--- src/rtl/pipeline_hazard_ctrl.sv ---
// Stall/flush sequencer for the 5-stage pipeline: load-use interlock, branch
// flush from MEM, data-memory wait freeze with timeout, and saturating
// performance counters. Control outputs are combinational from state + inputs.
module pipeline_hazard_ctrl #(
    parameter int CNT_W       = 32,
    parameter int MEM_TIMEOUT = 16
) (
    input  logic             clk,
    input  logic             reset,
    input  logic [4:0]       ifid_rs1,
    input  logic [4:0]       ifid_rs2,
    input  logic             ifid_uses_rs2,
    input  logic             idex_memread,
    input  logic [4:0]       idex_rd,
    input  logic             exmem_branch_taken,
    input  logic             dmem_req,
    input  logic             dmem_ready,
    output logic             pc_write,
    output logic             ifid_write,
    output logic             flush_ifid,
    output logic             flush_idex,
    output logic             flush_exmem,
    output logic             hold_pipe,
    output logic             bubble_memwb,
    output logic             mem_err,
    output logic [CNT_W-1:0] stall_cycles,
    output logic [CNT_W-1:0] flush_events
);

    typedef enum logic [1:0] {RUN = 2'd0, MEM_WAIT = 2'd1, ERROR = 2'd2} state_t;

    // One spare bit so wait_cnt + 1 can never wrap below the limit.
    localparam int WC_W = $clog2(MEM_TIMEOUT + 1) + 1;
    localparam logic [WC_W-1:0] WAIT_LIMIT = WC_W'(MEM_TIMEOUT);

    state_t          state, state_next;
    logic [WC_W-1:0] wait_cnt, wait_next, wait_inc;
    logic            lu_hazard, mem_stall;
    logic            act_freeze, act_branch, act_lu;

    function automatic logic [CNT_W-1:0] sat_inc(input logic [CNT_W-1:0] v);
        return (&v) ? v : v + 1'b1;
    endfunction

    assign lu_hazard = idex_memread && (idex_rd != 5'd0) &&
                       ((idex_rd == ifid_rs1) || (ifid_uses_rs2 && (idex_rd == ifid_rs2)));
    assign mem_stall = dmem_req && !dmem_ready;
    assign wait_inc  = wait_cnt + 1'b1;

    // State register; reset drops straight back to RUN from any state.
    always_ff @(posedge clk) begin
        if (reset) begin
            state    <= RUN;
            wait_cnt <= '0;
        end else begin
            state    <= state_next;
            wait_cnt <= wait_next;
        end
    end

    // Next-state logic: enter MEM_WAIT on a stall, time out into ERROR.
    always_comb begin
        state_next = state;
        wait_next  = wait_cnt;
        case (state)
            RUN: begin
                if (mem_stall) begin
                    state_next = MEM_WAIT;
                    wait_next  = WC_W'(1);
                end
            end
            MEM_WAIT: begin
                if (dmem_ready) begin
                    state_next = RUN;
                    wait_next  = '0;
                end else begin
                    wait_next = wait_inc;
                    if (wait_inc >= WAIT_LIMIT) state_next = ERROR;
                end
            end
            default: state_next = ERROR;
        endcase
    end

    // Output decode: freeze beats branch flush beats load-use bubble.
    always_comb begin
        act_freeze = 1'b0;
        act_branch = 1'b0;
        act_lu     = 1'b0;
        if (!reset) begin
            case (state)
                RUN:      act_freeze = mem_stall;
                MEM_WAIT: act_freeze = !dmem_ready;
                default:  act_freeze = 1'b1;
            endcase
            act_branch = !act_freeze && exmem_branch_taken;
            act_lu     = !act_freeze && !exmem_branch_taken && lu_hazard;
        end
        pc_write     = !(act_freeze || act_lu);
        ifid_write   = !(act_freeze || act_lu);
        hold_pipe    = act_freeze;
        bubble_memwb = act_freeze;
        flush_ifid   = act_branch;
        flush_exmem  = act_branch;
        flush_idex   = act_branch || act_lu;
    end

    // Saturating counters and sticky timeout flag.
    always_ff @(posedge clk) begin
        if (reset) begin
            stall_cycles <= '0;
            flush_events <= '0;
            mem_err      <= 1'b0;
        end else begin
            if (!pc_write) stall_cycles <= sat_inc(stall_cycles);
            if (act_branch) flush_events <= sat_inc(flush_events);
            if (state_next == ERROR) mem_err <= 1'b1;
        end
    end

endmodule
--- config.mk ---
export PLATFORM = sky130hd
export DESIGN_NAME = pipeline_hazard_ctrl
export DESIGN_NICKNAME = d
export VERILOG_FILES = /design/src/rtl/pipeline_hazard_ctrl.sv
export SDC_FILE = /design/constraint.sdc
export NUM_CORES = 1
export LEC_CHECK = 0
export ABC_AREA = 1
export CORE_MARGIN = 8
export CORE_UTILIZATION = 55
export DETAILED_ROUTE_END_ITERATION = 10
export DONT_BUFFER_PORTS = 1
export PLACE_DENSITY = 0.7
export REMOVE_ABC_BUFFERS = 1
export SLEW_MARGIN = 10
export SYNTH_ARGS = -nofsm -noshare
export SYNTH_HDL_FRONTEND = slang
export SYNTH_SLANG_ARGS = --single-unit
--- constraint.sdc ---
create_clock -name clk -period 3 [get_ports clk]
set_clock_uncertainty 0.1 [all_clocks]
set_input_delay 0.45 -clock clk [delete_from_list [all_inputs] [get_ports clk]]
set_output_delay 0.45 -clock clk [all_outputs]
set_load 0.03 [all_outputs]
==> impl_metrics.yaml, run 1 <==
outcome:
  status: "finished, final reports clean"
final_layout:
  final_nets: 828
  multi_input_area_um2: 3030
  areaGrowthSynthToFinish_pct: 11.3
  layout.cells.non_filler: 916
  seq_area_um2: 1460
  antennaDiodeCount: 0
  fillerInstances: 828
  fin_area_um2: 5380
  drive_gt1_share_pct: 14.0
detailed_routing:
  firstDrtPassIters: 5
  drtIter0Drc: 261
  routedWlPerCell_um: 14.6
  via_per_inst: 5.36
  antenna_left: 0
  wl_um: 13400
  drc: 0
  vias: 4911
worst_hold_path:
  hold_class: "input port to flop"
power_and_ir_drop:
  p_leak_nw: 1.97
  power_switching_mw: 0.476
  seqPwrFrac_pct: 46.5
  vdd_drop_max_mv: 0.286
  powerDensity_nw_per_um2: 391
  p_int_mw: 1.63
  pwr-share-comb_pct: 5.7
  swShare_pct: 22.7
  p_clk_share_pct: 47.8
cts:
  post_cts_resized: 0
  postCtsSetupRepairBufs: 0
  cts-buffers-inserted: 9
  cts_num_sinks: 73
  clock_latency_ps: 350
  cts_max_level: 3
  path_clk_slew_ps: 80
  holdBufCountCts: 0
  cts_root_buffer: "clkbuf_8"
  clock_path_buffers: 2
  cts_tree: "done"
placement:
  place.gp.congestion: 0.917
  placed_area_um2: 5120
  pre_cts_ws_ps: 629
  hpwl_um: 10100
  port_buffers: 0
  placed_cells: 900
sta:
  setup_ws_ps: 350
  relSlewSlack_pct: 63.3
  maxSlewViolCount: 0
  rsz0062_at_grt: "no"
  max_freq_ghz: 0.377
  holdWs_ps: 46.8
  fin_tns_setup_ps: 0
  final_hold_viol_count: 0
  tightest_slew_ps: 550
  setup_viol: 0
  min_period_over_period_pct: 88.3
  finalCriticalPeriod_ps: 2650
critical_path:
  critical_path_buf_inv_count: 2
  crit_family: "simple AND/OR/NAND/NOR gates"
  critPathSlowestCell: "inv_1"
  endpoint_kind: "output pin"
  cp_cell_sequence: "inv_2 > nand2_2 > nor2_4 > nor2_1 > nand2_1 > nor2_1 > nand2_1 > nand2_2 > inv_1"
  required_ps: 2450
  critPathArrivalTime_ps: 2100
  startpoint_type: "flop"
  path_max_fanout: 19
  setup.worst_path.class: "flop to output pin"
  max_stage_delay_ps: 500
global_routing:
  grt_pass1_vias: 4871
  overflow: 0
  antenna_found_initial: 0
  grt_start_max_net_pins: 65
  grt_usage_pct: 23.0
  grt_first_pass_wirelength_um: 22300
floorplan:
  ios: 94
  core_um2: 8640
  initial_core_util_pct: 56.0
  die_h_um: 110
  row_count: 34
  die_area_um2: 12000
  die_width_um: 110
yosys:
  synth_cells: 777
  yosysUniqueCellTypes: 32
  netlist_area_um2: 4830
  synth_area_per_cell_um2: 6.22
  synth_warnings: 0
  synth_seq_cells: 73
  yosysSeqAreaShare_pct: 30.2
run:
  cap_violations: 0
## power by group through the flow
| stage | Combinational [mW] | Sequential (mW) | Clock [mW] |
|---|---|---|---|
| floorplan | 0.0802 | 1.01 | 0 |
| global placement | 0.116 | 1.00 | 0 |
| detailed placement | 0.119 | 1.00 | 0 |
| CTS | 0.119 | 0.977 | 1.03 |
| global route | 0.132 | 0.978 | 1.06 |
| finish | 0.119 | 0.978 | 1.01 |
## synthesized netlist by cell type, drive strengths merged
master | instances | area, µm²
a21oi | 65 | 400
and3 | 1 | 6.26
buf | 15 | 114
clkbuf | 10 | 37.5
dfxtp | 73 | 1460
ha | 3 | 37.5
inv | 51 | 191
nand2 | 304 | 1210
nand3 | 48 | 240
nand3b | 17 | 128
nand4 | 6 | 43.8
nor2 | 116 | 453
nor3 | 17 | 106
nor3b | 3 | 22.5
o211ai | 1 | 7.51
o21ai | 9 | 45.0
o21bai | 1 | 7.51
o22ai | 1 | 6.26
xnor2 | 11 | 96.3
xor2 | 25 | 219
## metal layers
metal,share of wire [%],track usage (%)
met1,39,23.5
met2,48,41.6
met3,9.1,7.09
met4,3.4,11.5
met5,0,0
## placed cells by master, fill, tap and decap left out, types with 7 or more instances in the layout
cell type,n
a21oi_2,20
a21oi_1,45
dfxtp_1,73
nor3_1,14
buf_4,40
inv_1,48
o21ai_0,7
nand2_2,24
nand3b_1,17
nand3_1,48
nand2_1,279
xor2_1,25
clkbuf_8,12
xnor2_1,11
nor2_1,111
## kinds of logic after synthesis
group / synth area share [%]
fa+ha+maj: 0.777
flops: 30.2
xor+xnor: 6.53
compound gates: 9.66
buf+inv: 7.09
simple gates: 45.7
## stage by stage
| stage | power, mW | utilization, % |
|---|---|---|
| global placement | 1.12 | 59.2 |
| detailed placement | 1.12 | 59.2 |
| floorplan | 1.09 | - |
| global route | 2.17 | 62.3 |
| finish | 2.10 | 62.3 |
| CTS | 2.12 | 62.3 |
## area by class of cell
class / instances / share of cell area (%)
Timing Repair Buffer: 40 / 5.58
Inverter: 51 / 3.56
Sequential cell: 73 / 27.2
Clock inverter: 4 / 1.81
Clock buffer: 12 / 3.07
Tap cell: 108 / 2.51
Multi-Input combinational cell: 628 / 56.3
## worst paths after layout
check | startpoint | endpoint | slack [ps] | cells past startpoint
setup reg to reg | flush_events[20]$_SDFFE_PP0P_ | flush_events[24]$_SDFFE_PP0P_ | 590 | 12
setup / recovery | state[1]$_SDFF_PP0_ | pc_write | 350 | 9
hold reg to reg | wait_cnt[5]$_SDFFE_PP0P_ | wait_cnt[5]$_SDFFE_PP0P_ | 390 | 2
hold / removal | reset | stall_cycles[13]$_SDFFE_PP0P_ | 50 | 1
## registers in the layout, summed over array words and instances (netlist names)
name          count
flush_events     32
stall_cycles     32
wait_cnt          6
state             2
mem_err           1
Note: power is estimated with default switching activity, not from simulation.
==> run 2, diff against run 1 <==
- SKIP_LAST_GASP: default -> 1
==> results of run 2 <==
No change in the layout: final DEF, timing and power equal those of run 1.
